## config.mk

```make
export PLATFORM = sky130hd
export DESIGN_NAME = uart_dbg_master
export DESIGN_NICKNAME = d
export VERILOG_FILES = /design/src/rtl/uart_dbg_pkg.sv /design/src/rtl/uart_dbg_master_timer.sv /design/src/rtl/uart_dbg_master.sv
export SDC_FILE = /design/constraint.sdc
export NUM_CORES = 1
export LEC_CHECK = 0
export ABC_AREA = 1
export CORE_ASPECT_RATIO = 1.4
export CORE_UTILIZATION = 35
export DETAILED_ROUTE_END_ITERATION = 7
export PLACE_DENSITY = 0.69
export SYNTH_ARGS = -nofsm -noshare
export SYNTH_HDL_FRONTEND = slang
export SYNTH_SLANG_ARGS = --single-unit
```

## constraint.sdc

```tcl
create_clock -name clk -period 1.75 [get_ports clk]
set_input_delay 0.35 -clock clk [delete_from_list [all_inputs] [get_ports clk]]
set_output_delay 0.35 -clock clk [all_outputs]
set_load 0.05 [all_outputs]
```

## src/rtl/uart_dbg_pkg.sv

```systemverilog
// rtl/uart_dbg_pkg.sv - command codes, response bytes and FSM states for the UART debug master
package uart_dbg_pkg;

  localparam logic [7:0] CMD_W = 8'h57;
  localparam logic [7:0] CMD_R = 8'h52;
  localparam logic [7:0] CMD_H = 8'h48;
  localparam logic [7:0] CMD_G = 8'h47;

  localparam logic [7:0] ACK = 8'h06;
  localparam logic [7:0] NAK = 8'h15;

  typedef enum logic [2:0] {
    IDLE,
    ADDR,
    DATA,
    STRB,
    BUS_WR,
    BUS_RD,
    RD_WAIT,
    RESP
  } state_t;

endpackage

```

## src/rtl/uart_dbg_master_timer.sv

```systemverilog
// rtl/uart_dbg_master_timer.sv - inter-byte idle counter that flags an abandoned command
module dbg_byte_timer #(
  parameter int unsigned LIMIT = 100000000
) (
  input  logic clk,
  input  logic rst,
  input  logic clear,
  input  logic enable,
  output logic expired
);

  localparam int W = $clog2(LIMIT + 1);
  localparam logic [W-1:0] LIMIT_V = W'(LIMIT);

  logic [W-1:0] count_q, count_d;

  // Saturates at the limit so expired stays asserted until the FSM leaves the field states.
  assign expired = enable && (count_q == LIMIT_V);

  // Next count: cleared by any accepted byte or outside field states, else counts idle cycles.
  always_comb begin
    count_d = count_q;
    if (clear) begin
      count_d = '0;
    end else if (enable && !expired) begin
      count_d = count_q + 1'b1;
    end
  end

  // Count register.
  always_ff @(posedge clk) begin
    if (rst) begin
      count_q <= '0;
    end else begin
      count_q <= count_d;
    end
  end

endmodule

```

## src/rtl/uart_dbg_master.sv

```systemverilog
// rtl/uart_dbg_master.sv - UART command decoder issuing single-beat SRAM-bus reads and writes
module uart_dbg_master
  import uart_dbg_pkg::*;
#(
  parameter int LEN_ADDR       = 64,
  parameter int LEN_DATA       = 64,
  parameter int TIMEOUT_CYCLES = 100000000
) (
  input  logic                  clk,
  input  logic                  rst,
  input  logic [7:0]            rx_data,
  input  logic                  rx_valid,
  output logic                  rx_ready,
  output logic [7:0]            tx_data,
  output logic                  tx_valid,
  input  logic                  tx_ready,
  output logic [LEN_ADDR-1:0]   addra,
  output logic [LEN_DATA-1:0]   dina,
  input  logic [LEN_DATA-1:0]   douta,
  output logic                  ena,
  output logic [LEN_DATA/8-1:0] wea,
  output logic                  cpu_hold
);

  localparam int AB = LEN_ADDR / 8;
  localparam int DB = LEN_DATA / 8;

  state_t                state_q, state_d;
  logic                  is_wr_q, is_wr_d;
  logic [7:0]            cnt_q, cnt_d;
  logic [LEN_ADDR-1:0]   addr_q, addr_d;
  logic [LEN_DATA-1:0]   data_q, data_d;
  logic [DB-1:0]         strb_q, strb_d;
  logic [LEN_ADDR-1:0]   addra_q, addra_d;
  logic [LEN_DATA-1:0]   dina_q, dina_d;
  logic [LEN_DATA-1:0]   resp_q, resp_d;
  logic [3:0]            left_q, left_d;
  logic                  hold_q, hold_d;

  logic in_field;
  logic expired;
  logic rx_fire;

  assign in_field = (state_q == ADDR) || (state_q == DATA) || (state_q == STRB);
  // A field state that has timed out refuses the byte so it is not silently eaten.
  assign rx_ready = !rst && ((state_q == IDLE) || (in_field && !expired));
  assign rx_fire  = rx_valid && rx_ready;

  assign tx_valid = (state_q == RESP);
  assign tx_data  = resp_q[7:0];
  assign ena      = (state_q == BUS_WR) || (state_q == BUS_RD);
  assign wea      = (state_q == BUS_WR) ? strb_q : '0;
  // Bus address/data come from dedicated registers so they hold while the next command assembles.
  assign addra    = addra_q;
  assign dina     = dina_q;
  assign cpu_hold = hold_q;

  dbg_byte_timer #(
    .LIMIT(TIMEOUT_CYCLES)
  ) u_timer (
    .clk    (clk),
    .rst    (rst),
    .clear  (rx_fire || !in_field),
    .enable (in_field),
    .expired(expired)
  );

  // Command FSM: byte assembly, bus strobes and response sequencing.
  always_comb begin
    state_d = state_q;
    is_wr_d = is_wr_q;
    cnt_d   = cnt_q;
    addr_d  = addr_q;
    data_d  = data_q;
    strb_d  = strb_q;
    addra_d = addra_q;
    dina_d  = dina_q;
    resp_d  = resp_q;
    left_d  = left_q;
    hold_d  = hold_q;
    case (state_q)
      IDLE: begin
        cnt_d = '0;
        if (rx_fire) begin
          left_d = 4'd1;
          case (rx_data)
            CMD_W: begin
              is_wr_d = 1'b1;
              state_d = ADDR;
            end
            CMD_R: begin
              is_wr_d = 1'b0;
              state_d = ADDR;
            end
            CMD_H: begin
              hold_d  = 1'b1;
              resp_d  = LEN_DATA'(ACK);
              state_d = RESP;
            end
            CMD_G: begin
              hold_d  = 1'b0;
              resp_d  = LEN_DATA'(ACK);
              state_d = RESP;
            end
            default: begin
              resp_d  = LEN_DATA'(NAK);
              state_d = RESP;
            end
          endcase
        end
      end
      ADDR: begin
        if (expired) begin
          state_d = IDLE;
        end else if (rx_fire) begin
          addr_d = {rx_data, addr_q[LEN_ADDR-1:8]};
          if (cnt_q == 8'(AB - 1)) begin
            cnt_d = '0;
            if (is_wr_q) begin
              state_d = DATA;
            end else begin
              addra_d = addr_d;
              state_d = BUS_RD;
            end
          end else begin
            cnt_d = cnt_q + 8'd1;
          end
        end
      end
      DATA: begin
        if (expired) begin
          state_d = IDLE;
        end else if (rx_fire) begin
          data_d = {rx_data, data_q[LEN_DATA-1:8]};
          if (cnt_q == 8'(DB - 1)) begin
            cnt_d   = '0;
            state_d = STRB;
          end else begin
            cnt_d = cnt_q + 8'd1;
          end
        end
      end
      STRB: begin
        if (expired) begin
          state_d = IDLE;
        end else if (rx_fire) begin
          strb_d  = rx_data[DB-1:0];
          addra_d = addr_q;
          dina_d  = data_q;
          state_d = BUS_WR;
        end
      end
      BUS_WR: begin
        resp_d  = LEN_DATA'(ACK);
        left_d  = 4'd1;
        state_d = RESP;
      end
      BUS_RD: begin
        state_d = RD_WAIT;
      end
      RD_WAIT: begin
        resp_d  = douta;
        left_d  = 4'(DB);
        state_d = RESP;
      end
      RESP: begin
        if (tx_ready) begin
          if (left_q == 4'd1) begin
            state_d = IDLE;
          end else begin
            resp_d = resp_q >> 8;
            left_d = left_q - 4'd1;
          end
        end
      end
      default: state_d = IDLE;
    endcase
  end

  // State and datapath registers.
  always_ff @(posedge clk) begin
    if (rst) begin
      state_q <= IDLE;
      is_wr_q <= 1'b0;
      cnt_q   <= '0;
      addr_q  <= '0;
      data_q  <= '0;
      strb_q  <= '0;
      addra_q <= '0;
      dina_q  <= '0;
      resp_q  <= '0;
      left_q  <= '0;
      hold_q  <= 1'b0;
    end else begin
      state_q <= state_d;
      is_wr_q <= is_wr_d;
      cnt_q   <= cnt_d;
      addr_q  <= addr_d;
      data_q  <= data_d;
      strb_q  <= strb_d;
      addra_q <= addra_d;
      dina_q  <= dina_d;
      resp_q  <= resp_d;
      left_q  <= left_d;
      hold_q  <= hold_d;
    end
  end

endmodule

```

==> results of run 1 <==
[state kept, by name, indices dropped and copies added, names as in the netlist]
name,cells
data_q,64
left_q,4
is_wr_q,1
dina,64
resp_q,64
addra,64
strb_q,8
cpu_hold,1
addr_q,64
cnt_q,8
state_q,3
u_timer.count_q,27
[worst paths after layout]
kind | from | end | slack [ps] | depth (start not counted)
worst max-delay path | u_timer.count_q[0] | rx_ready | -530 | 11
worst max register to register | u_timer.count_q[0] | addra[2] | -510 | 17
worst min-delay path | douta[59] | resp_q[59] | 390 | 3
worst min register to register | resp_q[59] | resp_q[59] | 480 | 2
[cell type report]
type / count / area [um2] / share of cell area (%)
multi-input cells: 1521 / 7960 / 34.3
flip-flops and latches: 372 / 7460 / 32.2
repair buffers: 499 / 5440 / 23.4
clock buffers: 56 / 1140 / 4.92
well taps: 552 / 691 / 2.98
inverters: 76 / 340 / 1.47
clock inverters: 13 / 166 / 0.717
repair inverters: 1 / 11.3 / 0.0485
[cell families after synthesis]
family	count (synthesis)	share of synthesized area (%)
AO/OA/AOI/OAI	498	17.4
XOR/XNOR	14	0.797
adder cells (fa/ha/maj)	5	0.407
buffers and inverters	225	6.80
flip-flops	372	48.4
AND/OR/NAND/NOR	1002	26.3
[worst register-to-register path: cells and delay by family (launching register included)]
family / cells / cell delay, ps
buffers and inverters: 5 / 760
adder cells (fa/ha/maj): 1 / 150
AO/OA/AOI/OAI: 1 / 60
flip-flops: 1 / 330
AND/OR/NAND/NOR: 10 / 900
[per-layer routing]
layer  vias to the layer above  routed length (um)
met5                         -                   0
met2                       442               26800
met3                       131                2310
li1                       7752                   -
met1                      7440               20200
met4                         0                2540
[per-stage QoR]
step                      worst slack, ps  cell area, um2  hold slack [ps]  instances  setup TNS (ps)
after global placement               -806           19200              451       2936         -131390
after global routing                 -637           23200              397       3090         -187220
final                                -532           23200              387       3090         -143760
after CTS                            -561           21800              372       3053         -145520
after detailed placement             -838           19200              463       2936         -135740
after floorplan                     -92.6           15500              419       2116          -18130
[cells in the final DEF (no fill, tap or decap), types with 4 or more instances in the layout]
cell	n
inv_2	12
o21ai_0	106
bufbuf_16	6
buf_6	19
a31oi_1	4
dfxtp_1	366
nand2_2	8
buf_4	307
nor3_2	14
xor2_1	11
nor2_2	83
nand3_1	27
clkbuf_1	8
ha_1	4
buf_8	13
nand2_4	5
nor3_1	69
o21ai_1	149
nor2_4	33
clkinv_2	5
clkbuf_16	63
nor2_1	445
inv_1	57
buf_16	11
clkdlybuf4s50_1	75
a22oi_1	56
nand2_1	292
clkbuf_8	8
nand4_1	10
o21ai_2	87
a21oi_1	78
buf_12	45
[power groups by stage]
| stage | logic, mW | registers [mW] | clock network [mW] |
|---|---|---|---|
| after floorplan | 4.10 | 10.6 | 0 |
| after global placement | 6.74 | 10.6 | 0 |
| after detailed placement | 6.91 | 10.5 | 0 |
| after CTS | 9.23 | 10.4 | 8.69 |
| after global routing | 10.5 | 10.6 | 9.04 |
| final | 9.75 | 10.5 | 8.58 |
[timing repair]
action,in CTS,in global routing
pin swaps,24,31
resized for setup,233,276
cloned,18,29
buffers inserted,32,10
endpoints found under the setup margin,378,383
==> results.ini, run 1 <==
[timing]
final.setup_skew_ps = 18.2
rsz0062_at_grt = true
tightestPinTransition_ps = 921
worst_slack_ps = -532
layout_min_cycle_time_ps = 2280
post-route-period-util_pct = 130
setup_viol = 381
finalHoldViolCount = 0
slew_headroom_pct = 38.6
timing.final.max_slew_violations = 0
clock.fmax_mhz = 438

[drt]
detail-route-antenna-nets = 0
dr_total_vias = 15800
drc = 20
drt_iter0_drc = 960
dr.pass1.iters = 8
viasPerCell = 5.10
wl_per_cell_um = 16.8
finalWirelength_mm = 51.8

[finish]
fin_util_pct = 53.7
layout-drive-gt1-share_pct = 30.1
antennaDiodeCount = 0
area_growth_syn_to_layout_pct = 50.8
fin_nets = 2591
nFillCells = 3916

[synth]
post_synth_num_cell_types = 42
synth_edf_count = 0
syn_inst = 2116
syn_area_um2 = 15400
yosysWarnings = 0
ys_ff_latch = 372
synth_most_common_cell = nor2_1
yosysTopAreaCell = dfxtp_1
synth_top_area_share_pct = 48.4
synthFlopType = dfxtp_1
ys_async_sr_fraction_pct = 0
synth_seq_area_share_pct = 48.4
synth_area_leaders = dfxtp_1, nor2_1, o21ai_0
synth_nets = 2197
synth_commonest_cells = nor2_1, dfxtp_1, nand2_1
synth.avg_cell_area_um2 = 7.27

[pwr]
clkPwrFrac_pct = 29.8
report.power.total_mw = 28.8
p_seq_share_pct = 36.4
peakVddDrop_uv = 1550
combPwrFrac_pct = 33.8
power_density_nw_per_um2 = 1240
p_sw_share_pct = 33.1
power_switching_mw = 9.55
p_int_mw = 19.3
p_leak_nw = 10.2

[worst_setup_path]
critPathKind = flip-flop to output pin
crit_path_start_kind = flip-flop
end_kind = output pin
crit_buf_inv = 3
cp.required_ps = 1400
path_cells = inv_2 > ha_4 > nand2_1 > nor2_1 > nand2_1 > nor2_4 > nand2_2 > nand2_4 > buf_12 > a21oi_4 > buf_12
crit_family = simple AND/OR/NAND/NOR gates
crit_path_top_delay_cell = dfxtp_2
cp_max_fo = 2
cp.arrival_ps = 1930
critical_path.max_stage_delay_ps = 320

[die]
start_util_pct = 35.6
die_x_um = 179
fp.dieArea_um2 = 44800
die_y_um = 250
io_pins = 224
core-area_um2 = 43200
rows = 90

[cts]
clock_latency_ps = 550
root_buffer = clkbuf_16
cts_buffer_depth = 3
clock-sinks = 372
cts_buffers = 39
cts_htree_levels = 2
hold_buffers = 0
cts_tree = yes
clk_pin_slew_ps = 60

[grt]
overflow = 0
use_met1_pct = 24.2
track_usage_pct = 21.1
antenna_found_initial = 0
met3_usage_pct = 2.88
grt_pass1_wl_mm = 76.1
globalRoute.busiestLayer = met2
grt_pass1_vias = 15000
grt_use_met2_pct = 37.9
grt_max_degree = 101

[placement]
hpwl_mm = 31.2
numPortBuffers = 223
gp_congestion = 0.865

[status]
status = finished, violations left
violations = DRC, setup timing

[min_path]
holdCritPathClass = input port to flip-flop

[flow_run]
cap_violations = 0

No activity file was read; power rests on OpenSTA's default activity.
==> run 2: changes to the inputs <==
- CORE_MARGIN: not set -> 5
==> results.ini, run 2 (synthesis gave the netlist of run 1 again) <==
[status]
violations = setup timing
status = finished, violations left

[cts]
cts_buffers = 39
clock-sinks = 372
cts_buffer_depth = 3
cts_tree = yes
hold_buffers = 0
cts_htree_levels = 2
clock_latency_ps = 550
root_buffer = clkbuf_16
clk_pin_slew_ps = 60

[pwr]
power_density_nw_per_um2 = 1240
peakVddDrop_uv = 993
p_leak_nw = 10.3

[placement]
hpwl_mm = 30.8
gp_congestion = 0.881
numPortBuffers = 223
dpl.cell_count = 2918
place_ws_ps = -856

[timing]
finalSetupTns_ps = -139000
slew_headroom_pct = 52.6
timing.final.max_slew_violations = 0
fin_hold_ws_ps = 373
layout_min_cycle_time_ps = 2290
finalHoldViolCount = 0
clock.fmax_mhz = 436
rsz0062_at_grt = true
tightestPinTransition_ps = 711
post-route-period-util_pct = 131
final.setup_skew_ps = 18.0
worst_slack_ps = -542
setup_viol = 380

[drt]
detail-route-antenna-nets = 0
wl_per_cell_um = 18.1
dr_total_vias = 16400
finalWirelength_mm = 56.5
dr.pass1.iters = 6
drc = 0
drt_iter0_drc = 1270
viasPerCell = 5.25

[worst_setup_path]
end_kind = flip-flop
cp.arrival_ps = 2720
critPathKind = flip-flop to flip-flop
crit_path_start_kind = flip-flop
cp_max_fo = 7
cp.required_ps = 2180

[flow_run]
cap_violations = 0

[finish]
antennaDiodeCount = 0
layout-drive-gt1-share_pct = 33.0
nFillCells = 3771
area_growth_syn_to_layout_pct = 56.0
fin_cells = 3119
layout_common_cells = nor2_1, dfxtp_1, buf_4, nand2_1, o21ai_0
final_common_cell = nor2_1
fin_util_pct = 54.8
fin_nets = 2613

[min_path]
holdCritPathClass = input port to flip-flop

[die]
fp.dieArea_um2 = 48300
die_x_um = 187
die_y_um = 258
io_pins = 224
rows = 91
core-area_um2 = 43800
start_util_pct = 35.1

[grt]
grt_pass1_wl_mm = 82.7
grt_pass1_vias = 15700
track_usage_pct = 20.5
overflow = 0
grt_max_degree = 155
antenna_found_initial = 2

[run 2: timing repair]
action	in CTS	in global routing
pin swaps	44	96
gates resized for setup	315	297
endpoints found under the setup margin	379	381
gates cloned	32	30
setup buffers	46	31
[run 2: per-layer routing]
metal | track usage (%) | up-vias | part of all wire, %
met1 | 24.1 | 7702 | 37
met3 | 3.41 | 180 | 6.2
met2 | 36.8 | 686 | 51
met4 | 8.90 | 2 | 5.1
met5 | 0 | - | 0.014
li1 | - | 7819 | -
[run 2: where the power goes]
part | internal, mW | leakage (nW) | switching, mW
combinational | 4.98 | 6.66 | 5.75
clock | 4.91 | 0.640 | 3.53
sequential | 9.64 | 3.02 | 0.888
total | 19.5 | 10.3 | 10.2
[run 2: metrics by stage]
stage | area (um2) | power, mW
final | 24000 | 29.7
after global routing | 24000 | 31.0
after CTS | 22400 | 28.0
after detailed placement | 19000 | 17.2
after global placement | 19000 | 17.0
after floorplan | 15500 | 14.7
[run 2: path summary, 6_finish.rpt]
| kind | start | to | slack (ps) | cells past startpoint |
|---|---|---|---|---|
| setup / recovery | u_timer.count_q[0] | dina[55] | -540 | 17 |
| hold / removal | douta[62] | resp_q[62] | 370 | 3 |
| setup reg to reg | u_timer.count_q[0] | dina[55] | -540 | 17 |
| hold reg to reg | resp_q[57] | resp_q[57] | 470 | 2 |
[run 2: final cells by class]
cell class	count	area (um2)	share of cell area, %
timing repair buffer	519	5770	24.0
tap	558	698	2.91
inverter	76	330	1.38
sequential	372	7460	31.1
multi-input combinational	1523	8440	35.2
clock buffer	58	1160	4.82
clock inverter	12	139	0.579
timing repair inverter	1	7.51	0.0313
[run 2: worst max-delay path, cell delays in order (launching register included)]
cell,delay (ps)
dfxtp_2,330
inv_2,50
ha_4,150
nand2_2,60
nor2_2,40
nand2_1,70
nor2_2,50
nand2_2,90
nand2_4,70
buf_6,120
nand2_4,60
nand3_4,80
buf_12,160
nor2_4,220
clkinvlp_4,250
buf_12,200
nor2_4,120
nor2_1,50
==> variant 1: new RTL, flow settings as in run 2 <==
Reset style: asynchronous (`rst`), changed in 2 clocked blocks.
--- a/src/rtl/uart_dbg_master_timer.sv
+++ b/src/rtl/uart_dbg_master_timer.sv
@@ -28,7 +28,7 @@
   end
 
   // Count register.
-  always_ff @(posedge clk) begin
+  always_ff @(posedge clk or posedge rst) begin
     if (rst) begin
       count_q <= '0;
     end else begin
--- a/src/rtl/uart_dbg_master.sv
+++ b/src/rtl/uart_dbg_master.sv
@@ -178,7 +178,7 @@
   end
 
   // State and datapath registers.
-  always_ff @(posedge clk) begin
+  always_ff @(posedge clk or posedge rst) begin
     if (rst) begin
       state_q <= IDLE;
       is_wr_q <= 1'b0;
Function: differs if rst is asserted again (counterexample within 4 cycles, from zero or initial values and one cycle with rst high); with rst held inactive, the same outputs for 4 cycles.
==> variant 1 against run 2 <==
- the flow still finishes with violations (setup timing)
- design area is 9.8% higher
- area after synthesis up 11%
- power is 28% higher
- count of clock-buffer cells in the layout is 1 higher
- clock skew about the same
- sequential share of layout area rose by 4.3 points
- non-clock buffer count fell by 1
- sequential cell count unchanged
- routed wire length increased by 0.12%
- highest routed layer unchanged
- via count shrank 7.1%
- worst setup slack got worse by 0.080 ns
- clock power up 2%
==> variant 1: results <==
route:
  dr.first_iter.drc_count: 790
  wl_met1_mm: 20.98
  route.met3.wl_mm: 3.043
  wl_mm: 56.52
power:
  ir_drop_v: 0.001181
  switching_share_pct: 42.36
  leakage_nw: 11.76
  p_seq_share_pct: 32.1
  pg_comb_mw: 17.3
  power_density_mw_per_mm2: 1448
worst_setup_path:
  reg2reg_depth: 19
  cp-endpoint: "rx_ready"
  cp_slowest_cell: "dfrtp_1"
  worstPathArrival_ns: 2.02
  reg2reg_slack_ns: -0.56
synthesis:
  synth_fp_nets: 2006
  synthXorXnorAreaFrac_pct: 0.4619
  synth-compound-area-share_pct: 16.26
  ys_async_sr_fraction_pct: 100.0
  synth_flop_cell: "dfrtp_1"
  seq_area_frac_synth_pct: 54.55
  yosys-top-cells-count: "nand2_1 (402), dfrtp_1 (372), o21ai_0 (302)"
place:
  gp_congestion: 0.8615
  dp_hpwl_mm: 33.02
  dpl-instance-area_mm2: 0.02063
grt:
  grtUsageTotal_pct: 19.42
  antenna_found_initial: 1
  grt_pass1_vias: 15318
  met1_usage_pct: 22.91
  grt_use_met3_pct: 3.312
  grt_max_degree: 121
  grt_pass1_wl_mm: 83.95
cts:
  cts_buffers: 41
finish:
  fill_cells: 3952
  final_net_count: 2456
  drive_above_1_share_pct: 41.13
sta:
  hold_ws_ns: 0.3757
  tns_ns: -154.30
  worst_slew_margin_rel_pct: 51.26
  setup_viol: 381
  fin_ws_ns: -0.6214
  fin_skew_ns: 0.01769
status:
  violations: "setup timing"
  status: "finished with violations"
worst_hold_path:
  min_delay_worst_endpoint: "resp_q[63]$_DFFE_PP0P_"
==> variant 1: final cells by class <==
class	count	share of cell area [%]
Clock inverter	11	0.5366
Clock buffer	59	4.378
Timing Repair Buffer	518	23.63
Inverter	241	3.585
Antenna cell	1	0.009497
Timing Repair inverter	1	0.06173
Tap cell	630	2.991
Sequential cell	372	35.34
Multi-Input combinational cell	1200	29.47
==> variant 1: per-stage QoR <==
step,util (%),setup slack (ns),instances
finish,54.74,-0.6214,3033
global route,54.73,-0.7084,3032
CTS,50.95,-0.6156,2998
detailed placement,42.85,-0.5827,2825
global placement,42.85,-0.6198,2825
floorplan,-,-5.733,1925
==> variant 1: what timing repair did <==
item / in CTS / in global routing
cloned: 43 / 26
endpoints found under the setup margin: 378 / 383
gates resized for setup: 267 / 358
setup buffers: 61 / 28
pin swaps: 14 / 25
==> variant 2: new RTL, settings of run 2 <==
Without the edit above. Change the parameter `LEN_ADDR` from 64 to 32.
--- a/src/rtl/uart_dbg_master.sv
+++ b/src/rtl/uart_dbg_master.sv
@@ -2,7 +2,7 @@
 module uart_dbg_master
   import uart_dbg_pkg::*;
 #(
-  parameter int LEN_ADDR       = 64,
+  parameter int LEN_ADDR       = 32,
   parameter int LEN_DATA       = 64,
   parameter int TIMEOUT_CYCLES = 100000000
 ) (
Interface: changed (resized addra); port bits go from 224 to 192. The function was not compared with the original's and may differ.
==> variant 2 against run 2 <==
- the run still ends with setup timing left
- worst setup slack lost 0.0012 ns
- first-iteration DRC count down 22%
- sequential cell count is 64 lower
- area after synthesis fell by 16%
- clock power is 13% lower
- count of clock-buffer cells in the layout shrank 24
- power shrank 17%
- cell count down 17%
- critical path type unchanged
- highest routed layer unchanged
- design area is 11% lower
- routed wire length shrank 13%
- sequential share of layout area down 2.0 points
==> variant 2: results <==
status:
  status: "finished with violations"
  violations: "setup timing"
sta:
  tightest_slew_ns: 0.8483
  tns_ns: -101.30
  hold_ws_ns: 0.3597
  fin_ws_ns: -0.5428
  setup_viol: 314
grt:
  grtUsageTotal_pct: 19.46
  antenna_found_initial: 6
  grt_max_degree: 118
  grt_pass1_wl_mm: 65.60
  grt_pass1_vias: 12951
finish:
  fill_cells: 2942
  seq_area_mm2: 0.006186
  final_cells: 2594
cts:
  cts_max_level: 1
  clock_latency_ns: 0.59
  post_cts_resized: 233
place:
  dpl-instance-area_mm2: 0.01610
  dp.cells: 2423
  gp_congestion: 0.8939
  pre_cts_ws_ns: -0.7026
route:
  dr.first_iter.drc_count: 990
  vias: 13858
  wire_per_inst_um: 18.96
synthesis:
  post_synth_num_cell_types: 41
  synth_fp_nets: 1821
  synth-compound-area-share_pct: 22.60
  synthAdderAreaFrac_pct: 0.4836
  syn_inst: 1740
  seq_area_frac_synth_pct: 47.66
worst_setup_path:
  r2r-end: "data_q[19]$_SDFFE_PP0P_"
  crit_start: "u_timer.count_q[1]$_SDFFE_PP0P_"
worst_hold_path:
  min-delay-start: "douta[63]"
power:
  ir_drop_v: 0.0008556
[variant 2: cell types whose count changed after synthesis, moves of 6 or more]
cell and change:
nor3_1 -65, buf_4 -17, o21ai_1 -44, a21oi_1 +164, nor4_1 +9, nand2_1 -108
a211oi_1 +9, dfxtp_1 -64, nor2_1 -286, clkbuf_1 -13, inv_1 +102, nand4_1 +8
nand3_1 +6, o21ai_0 -87
[variant 2: final cells by class]
cell class	instances	area share, %
clock inverter	22	1.562
timing repair buffer	445	23.65
tap	467	2.743
inverter	180	3.254
multi-input combinational	1134	35.96
clock buffer	34	3.736
sequential	308	29.04
antenna	4	0.04699
[variant 2: worst min-delay path by stage]
stage                              endpoint  depth (start not counted)
finish              resp_q[63]$_SDFFE_PP0P_                          3
global route        resp_q[63]$_SDFFE_PP0P_                          3
CTS                 resp_q[63]$_SDFFE_PP0P_                          3
detailed placement     dina[4]$_SDFFE_PP0P_                          2
global placement       dina[3]$_SDFFE_PP0P_                          2
floorplan            strb_q[6]$_SDFFE_PP0P_                          2
[variant 2: layer usage]
| metal | up-vias | part of all wire [%] | track usage [%] |
|---|---|---|---|
| li1 | 6506 | - | - |
| met1 | 6635 | 37 | 22.76 |
| met2 | 535 | 52 | 34.03 |
| met3 | 178 | 5.4 | 3.460 |
| met4 | 4 | 5.8 | 9.199 |
| met5 | - | 0.067 | 0 |
[variant 2: power by group through the flow]
stage	sequential, mW	combinational, mW	clock (mW)
after floorplan	8.49	3.65	0
after global placement	8.38	5.53	0
after detailed placement	8.40	5.66	0
after CTS	8.31	6.62	7.47
after global routing	8.46	9.32	7.78
final	8.40	8.74	7.38
